==> config.mk <==
export PLATFORM = sky130hd
export DESIGN_NAME = pulse_train_tx
export DESIGN_NICKNAME = d
export VERILOG_FILES = /design/src/rtl/pulse_train_tx_pkg.sv /design/src/rtl/pt_down_counter.sv /design/src/rtl/pulse_train_tx.sv
export SDC_FILE = /design/constraint.sdc
export NUM_CORES = 1
export LEC_CHECK = 0
export CAP_MARGIN = 20
export CORE_MARGIN = 10
export CORE_UTILIZATION = 35
export DETAILED_ROUTE_END_ITERATION = 10
export HOLD_SLACK_MARGIN = 0.12
export PLACE_DENSITY = 0.54
export SLEW_MARGIN = 30
export SYNTH_ARGS = -nofsm -noshare
export SYNTH_HDL_FRONTEND = slang
export SYNTH_SLANG_ARGS = --single-unit
==> constraint.sdc <==
create_clock -name CLK -period 2.5 [get_ports CLK]
set_input_delay 0.5 -clock CLK [delete_from_list [all_inputs] [get_ports CLK]]
set_output_delay 0.5 -clock CLK [all_outputs]
set_load 0.02 [all_outputs]
==> src/rtl/pulse_train_tx_pkg.sv <==
// pulse_train_tx_pkg: shared state type and default field width for the pulse train transmitter
package pulse_train_tx_pkg;
    localparam int CW_DEFAULT = 8;
    typedef enum logic [1:0] {IDLE, HIGH, LOW, FIN} pt_state_e;
endpackage

==> src/rtl/pt_down_counter.sv <==
// pt_down_counter: loadable phase down-counter that saturates at zero
module pt_down_counter
    import pulse_train_tx_pkg::*;
#(
    parameter int CW = CW_DEFAULT
) (
    input  logic          clk,
    input  logic          rst,
    input  logic          load,
    input  logic          dec,
    input  logic [CW-1:0] load_val,
    output logic          zero
);
    logic [CW-1:0] cnt_q, cnt_d;
    always_comb cnt_d = load ? load_val : (dec && cnt_q != '0) ? cnt_q - 1'b1 : cnt_q;
    always_ff @(posedge clk or posedge rst)
        if (rst) cnt_q <= '0;
        else cnt_q <= cnt_d;
    assign zero = cnt_q == '0;
endmodule

==> src/rtl/pulse_train_tx.sv <==
// pulse_train_tx: emits NPULSE pulses of HIGH_CYC high / LOW_CYC low cycles per accepted START
module pulse_train_tx
    import pulse_train_tx_pkg::*;
#(
    parameter int CW = CW_DEFAULT
) (
    input  logic          CLK,
    input  logic          RST,
    input  logic          START,
    input  logic [CW-1:0] NPULSE,
    input  logic [CW-1:0] HIGH_CYC,
    input  logic [CW-1:0] LOW_CYC,
    output logic          DOUT,
    output logic          BUSY,
    output logic          DONE,
    output logic [CW-1:0] PCOUNT
);
    pt_state_e     state_q, state_d;
    logic [CW-1:0] npulse_q, npulse_d, high_q, high_d, low_q, low_d, pcount_q, pcount_d;
    logic          dout_q, dout_d, busy_q, busy_d, done_q, done_d;
    logic          cnt_load, cnt_dec, cnt_zero;
    logic [CW-1:0] cnt_val;

    // counter holds remaining cycles minus one, so a zero-length high phase still lasts one cycle
    function automatic logic [CW-1:0] phase_load(input logic [CW-1:0] len);
        return (len == '0) ? '0 : len - 1'b1;
    endfunction

    pt_down_counter #(.CW(CW)) u_phase (
        .clk     (CLK),
        .rst     (RST),
        .load    (cnt_load),
        .dec     (cnt_dec),
        .load_val(cnt_val),
        .zero    (cnt_zero)
    );

    always_ff @(posedge CLK or posedge RST)
        if (RST) begin
            state_q  <= IDLE;
            npulse_q <= '0;
            high_q   <= '0;
            low_q    <= '0;
            pcount_q <= '0;
            dout_q   <= 1'b0;
            busy_q   <= 1'b0;
            done_q   <= 1'b0;
        end else begin
            state_q  <= state_d;
            npulse_q <= npulse_d;
            high_q   <= high_d;
            low_q    <= low_d;
            pcount_q <= pcount_d;
            dout_q   <= dout_d;
            busy_q   <= busy_d;
            done_q   <= done_d;
        end

    always_comb begin
        state_d  = state_q;
        npulse_d = npulse_q;
        high_d   = high_q;
        low_d    = low_q;
        pcount_d = pcount_q;
        cnt_load = 1'b0;
        cnt_dec  = 1'b0;
        cnt_val  = '0;
        case (state_q)
            IDLE: if (START) begin
                npulse_d = NPULSE;
                high_d   = HIGH_CYC;
                low_d    = LOW_CYC;
                pcount_d = '0;
                state_d  = (NPULSE == '0) ? FIN : HIGH;
                cnt_load = NPULSE != '0;
                cnt_val  = phase_load(HIGH_CYC);
            end
            HIGH: if (cnt_zero) begin
                pcount_d = pcount_q + 1'b1;
                state_d  = (pcount_d == npulse_q) ? FIN : (low_q == '0) ? HIGH : LOW;
                cnt_load = pcount_d != npulse_q;
                cnt_val  = (low_q == '0) ? phase_load(high_q) : low_q - 1'b1;
            end else cnt_dec = 1'b1;
            LOW: if (cnt_zero) begin
                state_d  = HIGH;
                cnt_load = 1'b1;
                cnt_val  = phase_load(high_q);
            end else cnt_dec = 1'b1;
            FIN: state_d = IDLE;
            default: state_d = IDLE;
        endcase
    end

    // outputs are registered from the next state so they stay glitch-free state decodes
    always_comb begin
        dout_d = state_d == HIGH;
        busy_d = state_d == HIGH || state_d == LOW;
        done_d = state_d == FIN;
    end

    assign DOUT   = dout_q;
    assign BUSY   = busy_q;
    assign DONE   = done_q;
    assign PCOUNT = pcount_q;
endmodule

* Word-level counts from Yosys, hierarchy flattened
Index checks and enable logic that the tools add are counted.
** Word-level totals
- Register bits :: 45
- Output and inout port bits :: 11
- Logic and storage cells :: 64
- Input port bits :: 27
** Cells by class
- Muxes and demuxes :: 25
- Reduce and logical (&&, ||, !) cells :: 15
- Add/sub/neg operators :: 5
- Equal/unequal tests :: 10
** Operators with widths (number)
- 8-bit two-way mux :: 10
- 8-bit logical NOT :: 5
- 8-bit by 1-bit subtractor with 8-bit output, second input constant :: 4
- 8-bit case mux with 3 select lines :: 1
- 8-bit case mux with 2 select lines :: 1
- 8-bit nonzero test :: 2
- 2-bit two-way mux :: 6
- 8-bit by 1-bit adder with 8-bit output, second input constant :: 1
- 2-bit == test, second input constant :: 4
- 8-bit == test :: 1
- 8-bit != test :: 1
- 2-bit case mux with 4 select lines :: 1
- 1-bit two-way mux :: 5
- 2-bit by 1-bit == test with 1-bit output, second input constant :: 2
- 2-bit != test, second input constant :: 2
- 2-bit nonzero test :: 2
- 1-bit case mux with 3 select lines :: 1
- 3-bit AND reduction :: 1
- 2-bit logical NOT :: 1
- 2-bit AND reduction :: 1
- 2-bit OR reduction :: 1
- 1-bit logical AND :: 1
- 1-bit logical OR :: 1

* Longest topological paths before layout
- Depth in word-level cells :: 7
- Gate-level depth with buffers :: 11
- Depth with buffers taken out :: 10

* Cells and area by module
From an unflattened synthesis, not the netlist that was laid out.
** Unflattened totals
- Cells, all modules :: 377
- Area, all modules :: 3196.8 sq um
** By module, submodules not included
- pulse_train_tx :: times used 1, sequential area each 925.9 sq um, area each 2606.2 sq um, cells an instance 313
- pt_down_counter :: times used 1, sequential area each 200.2 sq um, area each 590.6 sq um, cells an instance 64

* Worst setup path after synthesis
OpenSTA, ideal clock, no wires.
- Kind :: register -> register
- Start point :: register pcount_q[0], in the netlist PCOUNT[0]
- End point :: register busy_q, in the netlist BUSY
- Arrival :: 2343 ps
- Library setup time :: 113 ps
- Clock period less this slack :: 2456 ps
- Buffers on the path :: 0
- Slack :: 44 ps
- Data required time :: 2387 ps
- Cell stages (with the launch flop) :: 10
- Path through :: dfrtp_1 ha_1 nand3_1 nor2_1 xnor2_1 nor4_2 nand2_1 o31a_1 ha_1 inv_1
** Between the ends
- Cells in the longest elaborated chain, start to end :: 7
- Elaborated cells between the ends (all ways) :: 8
- Those cells by class :: add/sub (1); eq/ne (3); mux (3); reduce/logical (1)
** RTL lines
- start: declaration :: RTL line pulse_train_tx.sv:19 : logic [CW-1:0] npulse_q, npulse_d, high_q, high_d, low_q, low_d, pcount_q, pcount_d;
- start signal: assignment :: RTL line pulse_train_tx.sv:53 : pcount_q <= pcount_d;
- 8-bit by 1-bit adder with 8-bit output * :: RTL line pulse_train_tx.sv:79 : pcount_d = pcount_q + 1'b1;
- 8-bit == test * :: RTL line pulse_train_tx.sv:80 : state_d = (pcount_d == npulse_q) ? FIN : (low_q == '0) ? HIGH : LOW;
- 2-bit two-way mux * :: RTL line pulse_train_tx.sv:80
- 2-bit two-way mux * :: RTL line pulse_train_tx.sv:78 : HIGH: if (cnt_zero) begin
- 2-bit case mux with 4 select lines * :: RTL line pulse_train_tx.sv:68 : case (state_q)
- 2-bit by 1-bit == test with 1-bit output or 2-bit == test (tied branches) :: RTL line pulse_train_tx.sv:97 : busy_d = state_d == HIGH || state_d == LOW;
- 1-bit logical OR * :: RTL line pulse_train_tx.sv:97
- named net busy_d :: RTL line pulse_train_tx.sv:20 : logic dout_q, dout_d, busy_q, busy_d, done_q, done_d;
- end signal: assignment :: RTL line pulse_train_tx.sv:55 : busy_q <= busy_d;
- end: declaration :: RTL line pulse_train_tx.sv:20
The timed path passes the listed nets; every way through them passes the cells marked *.
A chain may end at the register's enable or synchronous reset.

* Worst setup path in the final report
- Start point :: input HIGH_CYC[4]
- End point :: register u_phase.cnt_q[5]
** Between the ends
- Cells in the longest elaborated chain, start to end :: 5
- Elaborated cells between the ends (all ways) :: 6
- Those cells by class :: add/sub (1); mux (4); reduce/logical (1)
** RTL lines
- start: declaration :: RTL line pulse_train_tx.sv:11 : input logic [CW-1:0] HIGH_CYC,
- 8-bit by 1-bit subtractor with 8-bit output or 8-bit logical NOT (tied branches) :: RTL line pulse_train_tx.sv:26 : return (len == '0) ? '0 : len - 1'b1;
- 8-bit two-way mux * :: RTL line pulse_train_tx.sv:26
- 8-bit two-way mux * :: RTL line pulse_train_tx.sv:69 : IDLE: if (START) begin
- 8-bit case mux with 3 select lines * :: RTL line pulse_train_tx.sv:68
- 8-bit two-way mux * :: RTL line pt_down_counter.sv:15 : always_comb cnt_d = load ? load_val : (dec && cnt_q != '0) ? cnt_q - 1'b1 : cnt_q;
- end signal: assignment :: RTL line pt_down_counter.sv:18 : else cnt_q <= cnt_d;
- end: declaration :: RTL line pt_down_counter.sv:14 : logic [CW-1:0] cnt_q, cnt_d;
Mark *: on every way between the ends. The rest lies on a longest branch, timed or not.

==> impl_metrics.csv <==
group,metric,value,unit
job,maxCapViolCount,0,
critical_path,required,2680,ps
clocking,clock-sinks,45,
outcome,outcome,"finished, final reports clean",
grt,grt_pass1_wl,11960,microns
placement,placement.io_buffers,37,
clocking,htreeDepth,2,
grt,antenna_found_initial,0,
synth,ys_seq_elements,45,
critical_path,slowest_delay,580,ps
synth,ys_warn_count,0,
synth,seq_area_frac_synth,39.08,%
timing,whs,471.3,ps
floorplanning,io-pin-count,38,
grt,grt-ovfl-total,0,
routing,vias_per_cell,5.049,
synth,postSynthCellCount,293,
routing,first_pass_iters,6,
clocking,clk_pin_slew_worst_paths,80,ps
timing,finClkSkew,7.072,ps
placement,globalplace.congestion,0.8415,
clocking,cts-root-buf,"clkbuf_8",
routing,drt_iter0_drc,158,
critical_path,worstPathArrival,2480,ps
power,p_int,1033,uW
routing,totalWireLength,7196,microns
routing,final_antenna_net_count,0,
floorplanning,die-width,110.7,microns
floorplanning,initial_utilization,35.61,%
critical_path,end_kind,"flop",
timing,fin_crit_sh,92.05,%
power,pwr-share-seq,55.0,%
power,p_comb_share,7.1,%
timing,drv_slew,0,
timing,hold_viol_final,0,
grt,grt_use_total,11.67,%
hold_path,hold_class,"input port to async pin",
power,p_sw_share,21.87,%
timing,setup_viol,0,
critical_path,slowest_stage,"or4_1",
power,power.leakage,0.001613,uW
power,p_sw,289.1,uW
floorplanning,die-area,12260,sq um
grt,first_global_vias,2358,
floorplanning,die-height,110.7,microns
clocking,cts_tree,"yes",
synth,synth_fp_nets,333,
floorplanning,core,8093,sq um
timing,rsz0062_at_grt,"false",
routing,vias,2363,
power,pwr-share-clk,37.9,%
critical_path,critical_path_class,"input port to flop",
cells_and_area,regArea,1126,sq um
critical_path,cp_max_fo,4,
clocking,hold_buffers,0,
timing,tightest_slew,483.3,ps
power,power_density,356.6,nW/um^2
routing,drc_errors,0,
floorplanning,num_rows,33,
synth,syn_area_per_cell,9.835,sq um
routing,post_drt_wl_per_cell,15.38,microns
clocking,clk_latency,300,ps
cells_and_area,multi_input_area,1660,sq um
clocking,numCtsBuffers,5,
clocking,cts.path.max_buffers,2,
timing,period_minus_slack,2301,ps
cells_and_area,layout-drive-gt1-share,20.11,%
placement,dp_hpwl,5793,microns
synth,syn_area,2882,sq um
cells_and_area,syn2layout_area_growth,28.61,%
critical_path,critPathLaunchType,"input port",
critical_path,cpLargestDelayFamily,"simple AND/OR/NAND/NOR gates",
synth,yosysUniqueCellTypes,42,
timing,slew_headroom,67.44,%
cells_and_area,final_nets,402,
grt,grt_max_degree,29,
timing,fmax,0.4345,GHz
power,peakVddDrop,0.2015,mV
critical_path,cp_num_buf_inv,2,
critical_path,path_cells,"clkdlybuf4s50_1 > or4_1 > nor2_1 > a21oi_1 > a222oi_1 > buf_4 > mux2i_1",
power,finalPower,1322,uW
cells_and_area,diodes,0,
cells_and_area,nFillCells,818,
[flip-flops by register name, summed over array words and instances (netlist names)]
signal / flops
low_q: 8
high_q: 8
PCOUNT: 8
state_q: 2
BUSY: 1
DOUT: 1
u_phase.cnt_q: 8
DONE: 1
npulse_q: 8
[worst paths after layout]
| check | start | to | slack [ps] | depth (start not counted) |
|---|---|---|---|---|
| max in group asynchronous | RST | u_phase.cnt_q[0] | 1490 | 3 |
| hold / removal | RST | npulse_q[0] | 470 | 2 |
| setup reg to reg | low_q[2] | u_phase.cnt_q[5] | 200 | 7 |
| min in group CLK | npulse_q[0] | npulse_q[0] | 530 | 1 |
| setup / recovery | HIGH_CYC[4] | u_phase.cnt_q[5] | 200 | 7 |
| hold reg to reg | npulse_q[0] | npulse_q[0] | 530 | 1 |
[kinds of logic after synthesis]
logic type               synth area share (%)
AND/OR/NAND/NOR                         18.37
AO/OA/AOI/OAI                           11.46
flip-flops                              39.08
multiplexers                            13.11
XOR/XNOR                                8.814
buffers and inverters                   3.517
adder cells (fa/ha/maj)                 5.645
[metrics by stage]
step	instance area [sq um]	worst slack, ps	std cells	utilization (%)	setup TNS (ps)
6_report	3706	198.7	468	45.79	0
3_5_place_dp	3578	-107.9	459	44.22	-301.3
4_1_cts	3680	113.4	467	45.47	0
3_3_place_gp	3578	-118.2	459	44.22	-212.8
5_1_grt	3706	17.03	468	45.79	0
2_1_floorplan	2882	43.84	293	-	0
[cell usage in the layout, fill, tap and decap left out, types with 5 or more instances in the layout]
cell type / count
a21oi_1: 10
a222oi_1: 6
buf_4: 31
clkbuf_8: 7
clkdlybuf4s50_1: 37
dfrtp_1: 45
ha_1: 13
inv_1: 16
mux2_2: 22
mux2i_1: 13
nand2_1: 24
nand3_1: 8
nor2_1: 23
nor2b_1: 7
nor3_1: 12
o21ai_0: 14
or4_1: 5
xnor2_1: 16
xor2_1: 13
[cells in the mapped netlist, drive strengths merged]
cell type | number | area (sq um)
a311oi | 1 | 26.28
a211oi | 1 | 7.510
nand3 | 9 | 50.05
xor2 | 13 | 113.9
and2 | 1 | 6.260
o41ai | 1 | 8.760
a22o | 2 | 17.52
or4 | 5 | 37.54
mux2i | 13 | 130.1
a21oi | 12 | 63.81
or3 | 5 | 36.28
dfrtp | 45 | 1126
and3 | 1 | 6.260
ha | 13 | 162.7
o21ai | 14 | 70.07
nand2 | 24 | 90.09
nor2 | 25 | 96.35
a222oi | 6 | 60.06
xnor2 | 16 | 140.1
nor4b | 1 | 23.77
inv | 17 | 63.81
nor3b | 2 | 15.01
nor2b | 7 | 43.79
o31ai | 3 | 22.52
o22ai | 1 | 6.260
nor4 | 5 | 37.53
o311ai | 1 | 8.760
o31a | 2 | 17.52
a21o | 2 | 15.01
clkbuf | 5 | 18.77
nand2b | 3 | 26.27
nor3 | 12 | 60.06
mux2 | 22 | 247.7
buf | 2 | 18.77
a31oi | 1 | 6.260
[power groups by stage]
| stage | Combinational [uW] | Sequential [uW] | Clock (uW) |
|---|---|---|---|
| final | 93.8 | 727 | 501 |
| after global routing | 104 | 727 | 553 |
| after CTS | 96.2 | 727 | 519 |
| after detailed placement | 95.8 | 742 | 0 |
| after global placement | 96.2 | 742 | 0 |
| after floorplan | 24.5 | 742 | 0 |
[final cells by class]
| cell class | instances | share of cell area, % |
|---|---|---|
| multi-input cells | 224 | 44.80 |
| clock buffers | 7 | 2.600 |
| inverters | 17 | 1.722 |
| repair buffers | 69 | 16.81 |
| well taps | 105 | 3.545 |
| flip-flops and latches | 45 | 30.38 |
| clock inverters | 1 | 0.1350 |
[layer usage]
layer / track usage (%) / share of wire, %
met1: 16.04 / 49
met2: 17.77 / 45
met3: 2.219 / 4.8
met4: 3.906 / 0.86
met5: 0 / 0
[repair_timing]
action,4_1_cts,5_1_grt
hold endpoints to repair,0,0
resized for setup,0,2
buffers inserted,0,1
endpoints found under the setup margin,0,7
Power figures use the tool's default switching activity.
